<file path="src/rtl/fpu_op_controller.sv">
// Front-end sequencer for the divide/sqrt datapath: latches one request, decodes the operands,
// answers zero/inf/NaN cases directly and hands everything else to the iterative unit with a watchdog.

module input_interface (
    input  logic        single,
    input  logic [63:0] a,
    input  logic [63:0] b,
    output logic [52:0] out_a,
    output logic [52:0] out_b,
    output logic [10:0] exp_a,
    output logic [10:0] exp_b,
    output logic        sign_a,
    output logic        sign_b,
    output logic [2:0]  flags_a,
    output logic [2:0]  flags_b
);

    // Packed as {sign, exponent, significand, flags}
    function automatic logic [67:0] decode(input logic [63:0] x, input logic sp);
        logic        s;
        logic [10:0] e;
        logic        e_zero;
        logic        e_ones;
        logic        f_zero;
        logic [52:0] m;
        logic [2:0]  fl;
        if (sp) begin
            s      = x[31];
            e      = {3'b000, x[30:23]};
            e_zero = (x[30:23] == 8'h00);
            e_ones = &x[30:23];
            f_zero = (x[22:0] == 23'd0);
            m      = {29'd0, ~e_zero, x[22:0]};
        end else begin
            s      = x[63];
            e      = x[62:52];
            e_zero = (x[62:52] == 11'h000);
            e_ones = &x[62:52];
            f_zero = (x[51:0] == 52'd0);
            m      = {~e_zero, x[51:0]};
        end
        if (e_zero)
            fl = f_zero ? 3'b001 : 3'b000;
        else if (e_ones)
            fl = f_zero ? 3'b010 : 3'b011;
        else
            fl = 3'b100;
        return {s, e, m, fl};
    endfunction

    always_comb begin
        {sign_a, exp_a, out_a, flags_a} = decode(a, single);
        {sign_b, exp_b, out_b, flags_b} = decode(b, single);
    end

endmodule

module fpu_op_controller #(
    parameter int TIMEOUT = 256,
    parameter int CNT_W   = 9
) (
    input  logic        clk,
    input  logic        rst,
    input  logic        req_valid,
    output logic        req_ready,
    input  logic [63:0] req_a,
    input  logic [63:0] req_b,
    input  logic [1:0]  req_op,
    output logic        resp_valid,
    input  logic        resp_ready,
    output logic [63:0] resp_result,
    output logic        resp_special,
    output logic        resp_timeout,
    output logic        unit_start,
    output logic [1:0]  unit_op,
    output logic [52:0] unit_int_a,
    output logic [52:0] unit_int_b,
    output logic [10:0] unit_exp_a,
    output logic [10:0] unit_exp_b,
    output logic        unit_sign_a,
    output logic        unit_sign_b,
    output logic [2:0]  unit_flags_a,
    output logic [2:0]  unit_flags_b,
    input  logic        unit_done,
    input  logic [63:0] unit_result,
    output logic        busy
);

    localparam logic S_MODE = 1'b1;
    localparam logic [CNT_W-1:0] CNT_LAST = CNT_W'(TIMEOUT - 1);

    localparam logic [2:0] FL_ZERO = 3'b001;
    localparam logic [2:0] FL_INF  = 3'b010;
    localparam logic [2:0] FL_NAN  = 3'b011;

    typedef enum logic [2:0] {IDLE, DECODE, ISSUE, WAIT, RESP} state_t;

    state_t            state;
    state_t            state_next;
    logic [63:0]       a_q;
    logic [63:0]       b_q;
    logic [1:0]        op_q;
    logic [CNT_W-1:0]  cnt;
    logic [63:0]       result_q;
    logic              special_q;
    logic              timeout_q;
    logic              single;
    logic              is_special;
    logic [63:0]       special_val;

    assign single  = (op_q[1] == S_MODE);
    assign unit_op = op_q;

    input_interface u_decode (
        .single  (single),
        .a       (a_q),
        .b       (b_q),
        .out_a   (unit_int_a),
        .out_b   (unit_int_b),
        .exp_a   (unit_exp_a),
        .exp_b   (unit_exp_b),
        .sign_a  (unit_sign_a),
        .sign_b  (unit_sign_b),
        .flags_a (unit_flags_a),
        .flags_b (unit_flags_b)
    );

    function automatic logic [63:0] qnan(input logic sp);
        return sp ? 64'h0000_0000_7FC0_0000 : 64'h7FF8_0000_0000_0000;
    endfunction

    function automatic logic [63:0] inf_val(input logic sp, input logic s);
        return sp ? {32'd0, s, 8'hFF, 23'd0} : {s, 11'h7FF, 52'd0};
    endfunction

    function automatic logic [63:0] zero_val(input logic sp, input logic s);
        return sp ? {32'd0, s, 31'd0} : {s, 63'd0};
    endfunction

    // Packed as {special, value}; NaN cases are tested before inf/zero
    function automatic logic [64:0] special_of(input logic sqrt, input logic sp,
                                               input logic sa, input logic sb,
                                               input logic [2:0] fa, input logic [2:0] fb);
        logic s;
        s = sa ^ sb;
        if (sqrt) begin
            if (fa == FL_NAN || (sa && fa != FL_ZERO)) return {1'b1, qnan(sp)};
            if (fa == FL_ZERO)                         return {1'b1, zero_val(sp, sa)};
            if (fa == FL_INF)                          return {1'b1, inf_val(sp, 1'b0)};
            return {1'b0, 64'd0};
        end
        if (fa == FL_NAN || fb == FL_NAN || (fa == FL_ZERO && fb == FL_ZERO) ||
            (fa == FL_INF && fb == FL_INF))            return {1'b1, qnan(sp)};
        if (fb == FL_ZERO || fa == FL_INF)             return {1'b1, inf_val(sp, s)};
        if (fa == FL_ZERO || fb == FL_INF)             return {1'b1, zero_val(sp, s)};
        return {1'b0, 64'd0};
    endfunction

    assign {is_special, special_val} = special_of(op_q[0], single, unit_sign_a, unit_sign_b,
                                                  unit_flags_a, unit_flags_b);

    always_ff @(posedge clk) begin
        if (rst) state <= IDLE;
        else     state <= state_next;
    end

    always_comb begin
        state_next = state;
        case (state)
            IDLE:    if (req_valid) state_next = DECODE;
            DECODE:  state_next = is_special ? RESP : ISSUE;
            ISSUE:   state_next = WAIT;
            WAIT:    if (unit_done || cnt == CNT_LAST) state_next = RESP;
            RESP:    if (resp_ready) state_next = IDLE;
            default: state_next = IDLE;
        endcase
    end

    always_comb begin
        req_ready    = (state == IDLE);
        resp_valid   = (state == RESP);
        unit_start   = (state == ISSUE);
        busy         = (state != IDLE);
        resp_special = (state == RESP) && special_q;
        resp_timeout = (state == RESP) && timeout_q;
        resp_result  = result_q;
    end

    always_ff @(posedge clk) begin
        if (rst) begin
            a_q       <= 64'd0;
            b_q       <= 64'd0;
            op_q      <= 2'd0;
            cnt       <= '0;
            result_q  <= 64'd0;
            special_q <= 1'b0;
            timeout_q <= 1'b0;
        end else begin
            if (state == IDLE && req_valid) begin
                a_q  <= req_a;
                b_q  <= req_b;
                op_q <= req_op;
            end
            if (state == ISSUE) cnt <= '0;
            if (state == WAIT)  cnt <= cnt + CNT_W'(1);
            if (state == DECODE && is_special) begin
                result_q  <= special_val;
                special_q <= 1'b1;
                timeout_q <= 1'b0;
            end
            // A done arriving on the final watchdog cycle still counts as a real result
            if (state == WAIT) begin
                if (unit_done) begin
                    result_q  <= unit_result;
                    special_q <= 1'b0;
                    timeout_q <= 1'b0;
                end else if (cnt == CNT_LAST) begin
                    result_q  <= qnan(single);
                    special_q <= 1'b0;
                    timeout_q <= 1'b1;
                end
            end
        end
    end

endmodule

</file>
<file path="config.mk">
export PLATFORM = sky130hd
export DESIGN_NAME = fpu_op_controller
export DESIGN_NICKNAME = d
export VERILOG_FILES = /design/src/rtl/fpu_op_controller.sv
export SDC_FILE = /design/constraint.sdc
export NUM_CORES = 1
export LEC_CHECK = 0
export BUFFER_PORTS_ARGS = -buffer_cell sky130_fd_sc_hd__buf_4
export CAP_MARGIN = 0
export CORE_AREA = 2 2 159 161
export CTS_CLUSTER_DIAMETER = 50
export DETAILED_ROUTE_END_ITERATION = 10
export DIE_AREA = 0 0 161 163
export PLACE_DENSITY = 0.72
export SLEW_MARGIN = 40
export SYNTH_ARGS = -nofsm -noshare
export SYNTH_HDL_FRONTEND = slang
export SYNTH_HIERARCHICAL = 1
export SYNTH_SLANG_ARGS = --single-unit
</file>
<file path="constraint.sdc">
create_clock -name clk -period 7.43 [get_ports clk]
set_clock_uncertainty 0.05 [all_clocks]
set_input_delay 0.743 -clock clk [delete_from_list [all_inputs] [get_ports clk]]
set_output_delay 0.743 -clock clk [all_outputs]
set_load 0.02 [all_outputs]
</file>
== Word-level counts from Yosys, hierarchy flattened ==
Index checks and enable logic that the tools add are counted.
Storage, ports and cells
  register bits after elaboration: 208
  bits in latches: 0
  RAM bits: 0
  ROM bits: 0
  input port bits: 199
  output and inout port bits: 208
  logic and storage cells: 139
  memories: 0
Cells by class
  add/subtract/negate cells: 1
  multipliers: 0
  divide/modulo/power cells: 0
  order comparisons: 0
  equal/unequal tests: 15
  shifts and indexed selects: 0
  mux-type cells: 80
  bitwise operators: 5
  reduce and logical (&&, ||, !) cells: 30
Operators with widths (count)
  $mux W65: 17
  $mux W64: 7
  $mux W63: 2
  $mux W53: 2
  $logic_not A52 Y1: 2
  $logic_not A23 Y1: 2
  $mux W1: 39
  $mux W3: 8
  $logic_not A11 Y1: 2
  $mux W11: 2
  $reduce_and A11 Y1: 2
  $eq A3 B2 Y1 const B: 6
  $mux W9: 2
  $logic_not A8 Y1: 2
  $reduce_and A8 Y1: 2
  $pmux W3 S5: 1
  $add A9 B1 Y9 const B: 1
  $eq A3 B1 Y1 const B: 3
  $eq A9 B8 Y1 const B: 1
  $logic_and A1 B1 Y1: 7
  $logic_or A1 B1 Y1: 7
  $ne A2 B2 Y1 const B: 2
  $not A1 Y1: 4
  $eq A3 B3 Y1 const B: 1
  7 further kinds: 7

== Logic depth before layout (Yosys ltp) ==
Gate-level depths: netlist of the first run.
  depth after elaboration: 31
  mapped depth: 13
  depth with buffers taken out: 10

== Hierarchy ==
Netlist of the first run, hierarchy kept.
By module, submodules not included
  fpu_op_controller: times used 1, cells an instance 915, area each 7592.3 µm², sequential area each 4164.0 µm²
  input_interface: times used 1, cells an instance 218, area each 1485.2 µm², sequential area each 0.0 µm²

== Worst setup path after synthesis of the first run ==
No wires, ideal clock.
  path type: reg-to-reg
  start: register op_q[1] (netlist: unit_op[1])
  end: register result_q[31] (netlist: resp_result[31])
  setup time: 0.132 ns
  arrival: 2.708 ns
  required time: 7.248 ns
  setup slack: 4.540 ns
  stages on the path, launching flop included: 13
  path buffers: 2
  clock period less this slack: 2.890 ns
  cells stage by stage: dfxtp_1 nor2b_1 nand3_1 nor3_1 a41o_1 nor2_1 o21ba_2 o2bb2ai_1 a31oi_1 buf_4 buf_4 a22oi_1 a21oi_1
Between the ends
  elaborated cells between the ends (all ways): 74
  classes of those cells: eq/ne (7); mux (56); bitwise (1); reduce/logical (10)
RTL lines
  from (decl): line 102  | logic [1:0] op_q;
  from (signal assigned): line 202  | op_q <= req_op;
  $mux W1: line 27  | if (sp) begin
  $mux W3: line 44  | else if (e_ones)
  $mux W3 (*): line 42  | if (e_zero)
  net unit_flags_a[1]: line 82  | output logic [2:0] unit_flags_a,
  $eq A3 B1 Y1 or $eq A3 B2 Y1 (tied branches)
  $mux W65 or $mux W1 (tied branches) (2 in series): line 148, 149
  $mux W65 or $mux W1 (tied branches): line 146, 148
  $mux W65 or $mux W1 (tied branches): line 149, 146
  [8 not listed]
  $mux W65: line 155  | if (fa == FL_ZERO || fb == FL_INF) return {1'b1, zero_val(sp, s)};
  $mux W65: line 154  | if (fb == FL_ZERO || fa == FL_INF) return {1'b1, inf_val(sp, s)};
  $mux W65 (*): line 152  | if (fa == FL_NAN || fb == FL_NAN || (fa == FL_ZERO && fb == FL_ZERO) ||
  $logic_and A1 B1 Y1: line 206  | if (state == DECODE && is_special) begin
  $mux W64 (*): line 206
  $mux W64: line 217  | end else if (cnt == CNT_LAST) begin
  $mux W64: line 213  | if (unit_done) begin
  $mux W64 (*): line 212  | if (state == WAIT) begin
  to (signal assigned): line 207  | result_q <= special_val;
  to (signal assigned): line 214  | result_q <= unit_result;
  to (signal assigned): line 218  | result_q <= qnan(single);
  to (decl): line 104  | logic [63:0] result_q;
Mark *: on every way through the listed nets, which the timed path passes. The rest lies on a longest branch. The select of a mux whose other input is x is not followed.
A chain may end at the register's enable or synchronous reset.

== Worst setup path after layout of the first run ==
  start: register op_q[1] (netlist: unit_op[1])
  end: output port unit_flags_b[0]
Between the ends
  cells in the longest elaborated chain, start to end: 4
  elaborated cells between the ends (all ways): 7
  classes of those cells: mux (7)
Ends and longest elaborated chain
  $mux W1: line 27
  $mux W1: line 45  | fl = f_zero ? 3'b010 : 3'b011;
  $mux W3: line 44
  $mux W3 (*): line 42
  to (decl): line 83  | output logic [2:0] unit_flags_b,
Mark *: on every way between the ends. The rest lies on a longest branch, timed or not.

==> results of run 1 <==
-- through the flow --
step                cell area (sq um)  setup slack, ps  instances
floorplan                        9080             4540       1133
global placement                11900             3830       1746
detailed placement              11900             3860       1746
CTS                             12800             3790       1795
global route                    12900             3540       1797
finish                          12900             3830       1797
-- critical path: cells and delay by family, from the launching register on --
kind,cells,cell delay [ps]
buf+inv,2,730
compound gates,1,320
flops,1,700
mux,1,230
simple gates,2,270
-- final cells by class --
cell class                 count  area (sq um)  share of cell area [%]
clock inverter                11           138                    1.07
clock buffer                  38           810                    6.29
timing repair buffer         413          3140                    24.4
sequential                   208          4170                    32.4
inverter                       8          30.0                   0.233
multi-input combinational    789          4170                    32.4
tap                          330           413                    3.21
-- cell usage in the layout (no fill, tap or decap), types with 3 or more instances in the layout --
master                      instances
sky130_fd_sc_hd__a21oi_1          143
sky130_fd_sc_hd__a22oi_1           65
sky130_fd_sc_hd__and2_1             3
sky130_fd_sc_hd__buf_4            409
sky130_fd_sc_hd__clkbuf_1           4
sky130_fd_sc_hd__clkbuf_16         29
sky130_fd_sc_hd__clkbuf_8           5
sky130_fd_sc_hd__dfxtp_1          207
sky130_fd_sc_hd__inv_1              7
sky130_fd_sc_hd__inv_8              3
sky130_fd_sc_hd__mux2_2            18
sky130_fd_sc_hd__nand2_1          280
sky130_fd_sc_hd__nand2b_1           4
sky130_fd_sc_hd__nand3_1           14
sky130_fd_sc_hd__nand3b_1           3
sky130_fd_sc_hd__nand4_1            8
sky130_fd_sc_hd__nor2_1            67
sky130_fd_sc_hd__nor2b_1           65
sky130_fd_sc_hd__nor3_1            12
sky130_fd_sc_hd__nor3_2             3
sky130_fd_sc_hd__nor3b_1            3
sky130_fd_sc_hd__nor4_1            24
sky130_fd_sc_hd__nor4_2             4
sky130_fd_sc_hd__o21a_1             3
sky130_fd_sc_hd__o21ai_0           11
sky130_fd_sc_hd__o21ai_1           21
-- cell families (layout without fill, tap and decap cells) --
kind of cell	Yosys count	count (layout)
mux	21	21
compound gates	263	263
flops	208	208
fa+ha+maj	2	2
simple gates	502	502
buf+inv	136	470
xor+xnor	1	1
-- registers in the layout, summed over array words and instances, names as in the netlist --
name         count
special_q        1
b_q             64
resp_result     64
a_q             64
state            3
cnt              9
timeout_q        1
unit_op          2
-- synth_stat cells, types with 3 or more instances --
library cell	number
sky130_fd_sc_hd__a31oi_1	3
sky130_fd_sc_hd__nand3_1	14
sky130_fd_sc_hd__buf_2	17
sky130_fd_sc_hd__nor3b_1	3
sky130_fd_sc_hd__nand2b_1	4
sky130_fd_sc_hd__nand2_1	281
sky130_fd_sc_hd__clkbuf_1	39
sky130_fd_sc_hd__dfxtp_1	208
sky130_fd_sc_hd__nor2b_1	65
sky130_fd_sc_hd__inv_1	7
sky130_fd_sc_hd__nor4_1	24
sky130_fd_sc_hd__buf_1	7
sky130_fd_sc_hd__nor2_1	67
sky130_fd_sc_hd__and2_1	4
sky130_fd_sc_hd__and3_1	3
sky130_fd_sc_hd__buf_4	65
sky130_fd_sc_hd__mux2_2	18
sky130_fd_sc_hd__a21oi_1	143
sky130_fd_sc_hd__nor3_2	3
sky130_fd_sc_hd__o21a_1	3
sky130_fd_sc_hd__nor3_1	12
sky130_fd_sc_hd__nand4_1	8
sky130_fd_sc_hd__nand3b_1	3
sky130_fd_sc_hd__o21ai_1	21
sky130_fd_sc_hd__nor4_2	4
sky130_fd_sc_hd__o21ai_0	11
sky130_fd_sc_hd__a22oi_1	65
-- worst max-delay path by stage --
| stage | startpoint | end | slack, ps |
|---|---|---|---|
| after floorplan | unit_op[1] | resp_result[31] | 4540 |
| after global placement | unit_op[1] | resp_result[51] | 3830 |
| after detailed placement | unit_op[1] | resp_result[22] | 3860 |
| after CTS | unit_op[1] | unit_flags_b[0] | 3790 |
| after global routing | unit_op[1] | resp_result[51] | 3540 |
| final | unit_op[1] | unit_flags_b[0] | 3830 |
-- metal layers --
metal | GRT usage, % | vias up | wire length, um | share of wire [%]
met1 | 27.7 | 4305 | 12900 | 42
li1 | - | 4439 | - | -
met2 | 36.9 | 325 | 14900 | 48
met3 | 5.37 | 64 | 2210 | 7.1
met5 | 0 | - | 0 | 0
met4 | 7.06 | 0 | 961 | 3.1
-- power groups by stage --
stage | clock network [mW] | logic [mW] | registers, mW
6_report | 1.35 | 0.590 | 1.25
3_3_place_gp | 0 | 0.582 | 1.27
4_1_cts | 1.38 | 0.588 | 1.25
2_1_floorplan | 0 | 0.368 | 1.25
3_5_place_dp | 0 | 0.586 | 1.27
5_1_grt | 1.42 | 0.638 | 1.26
==> metrics.txt, run 1 <==
# TYPE chip_impl_metric gauge
chip_impl_metric{name="global_route.overflow_total",unit=""} 0
chip_impl_metric{name="post_synth_num_cell_types",unit=""} 51
chip_impl_metric{name="detail_route.iter0.violations",unit=""} 642
chip_impl_metric{name="clkLatencyLatePin",unit="ps"} 530
chip_impl_metric{name="gp_congestion",unit=""} 0.832
chip_impl_info{name="crit_top_cell",value="sky130_fd_sc_hd__buf_4"} 1
chip_impl_metric{name="timing.final.setup_violations",unit=""} 0
chip_impl_metric{name="seq_power_share",unit="%"} 39.1
chip_impl_info{name="crit_end_category",value="output port"} 1
chip_impl_info{name="synth_top_family_by_area",value="simple AND/OR/NAND/NOR gates"} 1
chip_impl_info{name="whs_endpoint",value="resp_result[3]"} 1
chip_impl_metric{name="max_clock_freq",unit="MHz"} 278
chip_impl_metric{name="detailedRoute.firstPassIterationCount",unit=""} 5
chip_impl_metric{name="synth_async_sr_flop_share",unit="%"} 0
chip_impl_metric{name="area_growth_syn_to_layout",unit="%"} 41.7
chip_impl_metric{name="fin_setup_tns",unit="ps"} 0
chip_impl_metric{name="p_sw",unit="uW"} 920
chip_impl_metric{name="initial_core_util",unit="%"} 36.8
chip_impl_metric{name="synth.yosys.warnings",unit=""} 6
chip_impl_metric{name="final_worst_path_period_share",unit="%"} 48.5
chip_impl_metric{name="grt_usage",unit="%"} 21.9
chip_impl_info{name="outcome",value="completed"} 1
chip_impl_metric{name="worstPathRequired",unit="ps"} 6640
chip_impl_metric{name="power.density_cell_area",unit="nW/um^2"} 248
chip_impl_metric{name="hpwl",unit="um"} 21900
chip_impl_info{name="postSynth.topFlopCell",value="sky130_fd_sc_hd__dfxtp_1"} 1
chip_impl_metric{name="dieArea",unit="sq um"} 26200
chip_impl_metric{name="die_width",unit="um"} 161
chip_impl_info{name="setup_repair_after_global_routing_missed_its_margin",value="false"} 1
chip_impl_metric{name="final_core_utilization",unit="%"} 52.1
chip_impl_info{name="setup.worst_path.start_class",value="flop"} 1
chip_impl_metric{name="portBuffers",unit=""} 406
chip_impl_metric{name="synth_top_area_share",unit="%"} 45.9
chip_impl_metric{name="timing.slew.headroom",unit="%"} 46.5
chip_impl_metric{name="post-cts-setup-buffer-count",unit=""} 0
chip_impl_metric{name="num-fill-cells",unit=""} 2354
chip_impl_metric{name="route.antenna.remaining_nets",unit=""} 0
chip_impl_metric{name="chipHeight",unit="um"} 163
chip_impl_metric{name="max-vdd-ir-drop",unit="V"} 0.000160
chip_impl_metric{name="synth-edff-count",unit=""} 0
chip_impl_metric{name="synth_area_per_cell",unit="sq um"} 8.01
chip_impl_info{name="worst_hold_startpoint",value="unit_result[3]"} 1
chip_impl_metric{name="hold_viol",unit=""} 0
chip_impl_metric{name="num_cts_buffers",unit=""} 28
chip_impl_metric{name="cp_slowest_stage_delay",unit="ps"} 700
chip_impl_metric{name="clock_power_share",unit="%"} 42.4
chip_impl_metric{name="num_antenna_cells",unit=""} 0
chip_impl_metric{name="synth_seq_area_share",unit="%"} 45.9
chip_impl_metric{name="max_slew.worst_pin.slew",unit="ps"} 802
chip_impl_info{name="crit_slowest_cell",value="sky130_fd_sc_hd__dfxtp_4"} 1
chip_impl_metric{name="yosys.area_share.xor_xnor",unit="%"} 0.0965
chip_impl_info{name="cts_tree",value="built"} 1
chip_impl_metric{name="power.leakage",unit="nW"} 5.61
chip_impl_info{name="synth_area_leaders",value="sky130_fd_sc_hd__dfxtp_1 (46%), sky130_fd_sc_hd__nand2_1 (12%), sky130_fd_sc_hd__a21oi_1 (7.9%), sky130_fd_sc_hd__a22oi_1 (5.4%), sky130_fd_sc_hd__buf_4 (5.4%)"} 1
chip_impl_metric{name="synthesis.instances",unit=""} 1133
chip_impl_metric{name="timing.reg2reg.worst_path_depth",unit=""} 9
chip_impl_info{name="crit_path_cell_trace",value="buf_4 > nand2_1 > nor2_1 > a41o_1 > mux2_4 > buf_4"} 1
chip_impl_metric{name="drc",unit=""} 0
chip_impl_metric{name="min_path_cells",unit=""} 3
chip_impl_metric{name="ios",unit=""} 407
chip_impl_metric{name="holdBufCountCts",unit=""} 0
chip_impl_metric{name="timing.reg2reg.setup_slack",unit="ps"} 3860
chip_impl_metric{name="routed_wl",unit="um"} 31000
chip_impl_metric{name="grt_max_degree",unit=""} 109
chip_impl_metric{name="num_vias",unit=""} 9133
chip_impl_metric{name="grt_antenna_before_repair",unit=""} 0
chip_impl_metric{name="cts_max_path_buffers",unit=""} 3
chip_impl_info{name="synth.largest_area_cell",value="sky130_fd_sc_hd__dfxtp_1"} 1
chip_impl_info{name="worst_hold_path_type",value="in2reg"} 1
chip_impl_metric{name="synthSimpleGateAreaFrac",unit="%"} 25.4
chip_impl_metric{name="critical_path_arrival",unit="ps"} 2810
chip_impl_metric{name="postCtsResizedCells",unit=""} 0
chip_impl_metric{name="synth.area.mux_share",unit="%"} 2.67
chip_impl_metric{name="floorplan.core_area",unit="sq um"} 24700
chip_impl_metric{name="cp_max_fo",unit=""} 51
chip_impl_metric{name="routedWlPerCell",unit="um"} 17.2
chip_impl_info{name="worst_r2r_endpoint",value="resp_result[51]"} 1
chip_impl_info{name="r2r-start",value="unit_op[1]"} 1
chip_impl_metric{name="switching_share",unit="%"} 28.8
chip_impl_metric{name="global_route_wire_length_before_repair",unit="um"} 46500
chip_impl_metric{name="period_minus_slack",unit="ps"} 3600
chip_impl_metric{name="number_of_sinks_on_the_clock_net",unit=""} 208
chip_impl_metric{name="synth_adder_area_share",unit="%"} 0.276
chip_impl_metric{name="internal_power",unit="mW"} 2.27
chip_impl_metric{name="combined_area_of_all_synthesized_cells",unit="sq um"} 9080
chip_impl_metric{name="fin_worst_hold_slack",unit="ps"} 389
chip_impl_metric{name="power.combinational.fraction",unit="%"} 18.5
chip_impl_metric{name="p_total",unit="mW"} 3.19
chip_impl_metric{name="cts.htree.levels",unit=""} 1
chip_impl_metric{name="synth.net_count",unit=""} 1334
chip_impl_metric{name="timing.max_cap.violations",unit=""} 0
chip_impl_metric{name="max_slew_violations",unit=""} 0
chip_impl_metric{name="complex_gate_fraction_of_the_synthesized_area",unit="%"} 17.1
chip_impl_info{name="critical_path_class",value="reg2out"} 1
chip_impl_metric{name="finalNetCount",unit=""} 1649
chip_impl_metric{name="share_of_post_route_cells_with_drive_strength_above_1",unit="%"} 33.7
chip_impl_metric{name="clkTransAtPathRegs",unit="ps"} 60
chip_impl_info{name="root_buffer",value="sky130_fd_sc_hd__clkbuf_16"} 1
chip_impl_metric{name="postSynthRegisterBits",unit=""} 208
chip_impl_metric{name="number_of_global_route_vias_before_repair",unit=""} 8627
chip_impl_metric{name="placementRows",unit=""} 58
chip_impl_metric{name="detail_route.vias_per_cell",unit=""} 5.08
No activity file was read; power rests on OpenSTA's default activity.
==> run 2, diff against run 1 <==
--- a/config.mk
+++ b/config.mk
@@ -5,13 +5,14 @@
 export SDC_FILE = /design/constraint.sdc
 export NUM_CORES = 1
 export LEC_CHECK = 0
+export ABC_AREA = 1
 export BUFFER_PORTS_ARGS = -buffer_cell sky130_fd_sc_hd__buf_4
 export CAP_MARGIN = 0
-export CORE_AREA = 2 2 159 161
+export CORE_MARGIN = 2
+export CORE_UTILIZATION = 40
 export CTS_CLUSTER_DIAMETER = 50
 export DETAILED_ROUTE_END_ITERATION = 10
-export DIE_AREA = 0 0 161 163
-export PLACE_DENSITY = 0.72
+export PLACE_DENSITY = 0.78
 export SLEW_MARGIN = 40
 export SYNTH_ARGS = -nofsm -noshare
 export SYNTH_HDL_FRONTEND = slang
==> constraint.sdc (replaced) <==
create_clock -name clk -period 3 [get_ports clk]
set_clock_uncertainty 0.05 [all_clocks]
set_input_delay 0.3 -clock clk [delete_from_list [all_inputs] [get_ports clk]]
set_output_delay 0.3 -clock clk [all_outputs]
set_load 0.02 [all_outputs]
==> metrics.txt, run 2 <==
# TYPE chip_impl_metric gauge
chip_impl_info{name="outcome",value="completed"} 1
chip_impl_metric{name="timing.slew.headroom",unit="%"} 53.2
chip_impl_metric{name="initial_core_util",unit="%"} 40.8
chip_impl_info{name="synth_area_leaders",value="sky130_fd_sc_hd__dfxtp_1 (42%), sky130_fd_sc_hd__nand2_1 (14%), sky130_fd_sc_hd__a21oi_1 (10%), sky130_fd_sc_hd__nand3_1 (7.8%), sky130_fd_sc_hd__nor2_1 (6.7%)"} 1
chip_impl_metric{name="combined_area_of_all_synthesized_cells",unit="sq um"} 9920
chip_impl_info{name="worst_hold_path_type",value="in2reg"} 1
chip_impl_metric{name="timing.max_cap.violations",unit=""} 0
chip_impl_info{name="setup_repair_after_global_routing_missed_its_margin",value="false"} 1
chip_impl_metric{name="hpwl",unit="um"} 24800
chip_impl_metric{name="area_growth_syn_to_layout",unit="%"} 47.9
chip_impl_metric{name="grt_antenna_before_repair",unit=""} 3
chip_impl_metric{name="final_core_utilization",unit="%"} 60.3
chip_impl_info{name="worst_r2r_endpoint",value="resp_result[21]"} 1
chip_impl_metric{name="routed_wl",unit="um"} 36800
chip_impl_metric{name="grt_usage",unit="%"} 26.5
chip_impl_metric{name="detailedRoute.firstPassIterationCount",unit=""} 6
chip_impl_metric{name="synth-edff-count",unit=""} 0
chip_impl_metric{name="clkLatencyLatePin",unit="ps"} 520
chip_impl_metric{name="post-cts-setup-buffer-count",unit=""} 0
chip_impl_metric{name="synth_area_per_cell",unit="sq um"} 6.78
chip_impl_metric{name="timing.reg2reg.worst_path_depth",unit=""} 17
chip_impl_metric{name="hold_viol",unit=""} 0
chip_impl_metric{name="critical_path_arrival",unit="ps"} 3110
chip_impl_metric{name="detail_route.vias_per_cell",unit=""} 5.18
chip_impl_info{name="critical_path_class",value="reg2reg"} 1
chip_impl_metric{name="die_width",unit="um"} 161
chip_impl_info{name="postSynth.topFlopCell",value="sky130_fd_sc_hd__dfxtp_1"} 1
chip_impl_metric{name="final_worst_path_period_share",unit="%"} 90.9
chip_impl_metric{name="p_total",unit="mW"} 8.88
chip_impl_metric{name="portBuffers",unit=""} 406
chip_impl_metric{name="floorplan.core_area",unit="sq um"} 24300
chip_impl_metric{name="drc",unit=""} 0
chip_impl_info{name="crit_slowest_cell",value="sky130_fd_sc_hd__dfxtp_4"} 1
chip_impl_metric{name="number_of_global_route_vias_before_repair",unit=""} 10900
chip_impl_info{name="critical_path.startpoint",value="unit_op[1]"} 1
chip_impl_metric{name="synth_async_sr_flop_share",unit="%"} 0
chip_impl_metric{name="share_of_post_route_cells_with_drive_strength_above_1",unit="%"} 27.1
chip_impl_info{name="synth.largest_area_cell",value="sky130_fd_sc_hd__dfxtp_1"} 1
chip_impl_metric{name="power.density_cell_area",unit="nW/um^2"} 606
chip_impl_metric{name="global_route_wire_length_before_repair",unit="um"} 56400
chip_impl_metric{name="max_slew_violations",unit=""} 0
chip_impl_metric{name="dieArea",unit="sq um"} 26100
chip_impl_metric{name="detail_route.iter0.violations",unit=""} 878
chip_impl_metric{name="post_synth_num_cell_types",unit=""} 37
chip_impl_metric{name="timing.reg2reg.setup_slack",unit="ps"} 270
chip_impl_metric{name="period_minus_slack",unit="ps"} 2730
chip_impl_metric{name="grt_max_degree",unit=""} 131
chip_impl_metric{name="synth_top_area_share",unit="%"} 42.0
chip_impl_metric{name="worstPathRequired",unit="ps"} 3380
chip_impl_info{name="root_buffer",value="sky130_fd_sc_hd__clkbuf_16"} 1
chip_impl_metric{name="fin_setup_tns",unit="ps"} 0
chip_impl_metric{name="ios",unit=""} 407
chip_impl_metric{name="cts_max_path_buffers",unit=""} 3
chip_impl_metric{name="timing.final.setup_violations",unit=""} 0
chip_impl_info{name="mostFrequentLayoutCell",value="sky130_fd_sc_hd__buf_4"} 1
chip_impl_metric{name="dp_worst_setup_slack",unit="ps"} 187
chip_impl_info{name="synth_most_common_cell",value="sky130_fd_sc_hd__nand2_1"} 1
chip_impl_metric{name="cp_max_fo",unit=""} 30
chip_impl_metric{name="gp_congestion",unit=""} 0.920
chip_impl_metric{name="route.antenna.remaining_nets",unit=""} 0
chip_impl_metric{name="layout.cell_area.non_filler",unit="sq um"} 14700
chip_impl_metric{name="num_vias",unit=""} 11500
chip_impl_info{name="top_library_cells_by_usage_in_the_layout_fill_and_taps_aside",value="sky130_fd_sc_hd__buf_4 (416), sky130_fd_sc_hd__nand2_1 (359), sky130_fd_sc_hd__dfxtp_1 (204), sky130_fd_sc_hd__a21oi_1 (202), sky130_fd_sc_hd__nor2_1 (174)"} 1
chip_impl_metric{name="synth.yosys.warnings",unit=""} 6
chip_impl_metric{name="routedWlPerCell",unit="um"} 16.6
chip_impl_metric{name="synth.net_count",unit=""} 1663
chip_impl_metric{name="placementRows",unit=""} 57
chip_impl_metric{name="cp_slowest_stage_delay",unit="ps"} 480
chip_impl_info{name="crit_end_category",value="flop"} 1
chip_impl_metric{name="power.leakage",unit="nW"} 6.46
chip_impl_info{name="synth_common_cells",value="sky130_fd_sc_hd__nand2_1 (361), sky130_fd_sc_hd__dfxtp_1 (208), sky130_fd_sc_hd__a21oi_1 (202)"} 1
chip_impl_metric{name="cts.htree.levels",unit=""} 1
chip_impl_info{name="timing.critical_path.to",value="resp_result[21]"} 1
chip_impl_info{name="r2r-start",value="unit_op[1]"} 1
chip_impl_metric{name="global_route.overflow_total",unit=""} 0
chip_impl_metric{name="finalNetCount",unit=""} 2069
chip_impl_metric{name="num_cts_buffers",unit=""} 26
chip_impl_metric{name="chipHeight",unit="um"} 161
chip_impl_metric{name="postSynthRegisterBits",unit=""} 208
chip_impl_info{name="crit_path_cell_trace",value="inv_4 > nor2_1 > nand4_1 > nand2_1 > nand3_1 > nand2_2 > inv_1 > nand3_1 > nand2_1 > nor2_2 > nand3_2 > nand3_4 > nand2_2 > inv_4 > buf_16 > nand2_1 > a21oi_1"} 1
chip_impl_info{name="setup.worst_path.start_class",value="flop"} 1
chip_impl_metric{name="setup_slack",unit="ps"} 272
chip_impl_metric{name="max-vdd-ir-drop",unit="V"} 0.000438
chip_impl_info{name="cts_tree",value="built"} 1
chip_impl_metric{name="postPlaceCellArea",unit="sq um"} 12800
chip_impl_metric{name="max_clock_freq",unit="MHz"} 367
chip_impl_metric{name="synthesis.instances",unit=""} 1462
chip_impl_metric{name="synth_seq_area_share",unit="%"} 42.0
chip_impl_metric{name="max_slew.worst_pin.slew",unit="ps"} 701
chip_impl_metric{name="number_of_sinks_on_the_clock_net",unit=""} 208
chip_impl_info{name="crit_top_cell",value="sky130_fd_sc_hd__nand2_1"} 1
chip_impl_metric{name="clkTransAtPathRegs",unit="ps"} 60
## run 2: timing repair
action	in CTS	in global routing
resized for setup	0	13
endpoints found under the setup margin	0	60
hold buffers	92	1
hold endpoints to repair	92	1
## run 2: worst min-delay path by stage
stage / startpoint / to / slack (ps) / cells past startpoint
finish: req_a[43] / a_q[43] / 20 / 3
global route: req_a[35] / a_q[35] / 2 / 3
CTS: req_b[30] / b_q[30] / 0.04 / 3
detailed placement: resp_result[32] / resp_result[32] / 400 / 2
global placement: resp_result[47] / resp_result[47] / 400 / 2
floorplan: unit_result[63] / resp_result[63] / 390 / 2
## run 2: logic make-up (layout without fill, tap and decap cells)
family	count (synthesis)	count (layout)	share of synthesized area (%)
AND/OR/NAND/NOR	755	755	32.2
AO/OA/AOI/OAI	251	251	13.2
buffers and inverters	245	671	12.3
flip-flops	208	208	42.0
adder cells (fa/ha/maj)	2	2	0.252
XOR/XNOR	1	1	0.0883
other	0	3	0
## run 2: area by class of cell
class	instances	area, sq um
Antenna cell	3	7.51
Clock buffer	35	736
Clock inverter	13	145
Fill cell	2077	9650
Inverter	106	403
Multi-Input combinational cell	1009	4580
Sequential cell	208	4170
Tap cell	324	405
Timing Repair Buffer	517	4220
## run 2: per-stage QoR
stage | instances | hold WS, ps
after global routing | 2215 | 2.07
after CTS | 2210 | 0.0379
final | 2215 | 16.4
after detailed placement | 2070 | 402
after global placement | 2070 | 398
after floorplan | 1462 | 389
## run 2: routing by layer
| metal | part of all wire [%] | vias to the layer above | global-route usage (%) |
|---|---|---|---|
| li1 | - | 5491 | - |
| met1 | 39 | 5297 | 32.4 |
| met2 | 48 | 572 | 44.4 |
| met3 | 8.7 | 116 | 6.32 |
| met4 | 4.7 | 0 | 11.6 |
| met5 | 0 | - | 0 |
## run 2: where the power goes
part / switching [mW] / leakage, nW / total (mW) / internal [mW]
Sequential: 0.221 / 1.70 / 3.21 / 2.99
Combinational: 1.54 / 4.33 / 2.52 / 0.984
Clock: 1.24 / 0.433 / 3.15 / 1.91
Total: 3.00 / 6.46 / 8.88 / 5.89
## run 2: worst max-delay path: cells and delay by family, from the launching register on
| kind | cells | cell delay [ps] |
|---|---|---|
| flip-flops | 1 | 480 |
| buffers and inverters | 4 | 500 |
| AND/OR/NAND/NOR | 12 | 1410 |
| AO/OA/AOI/OAI | 1 | 190 |
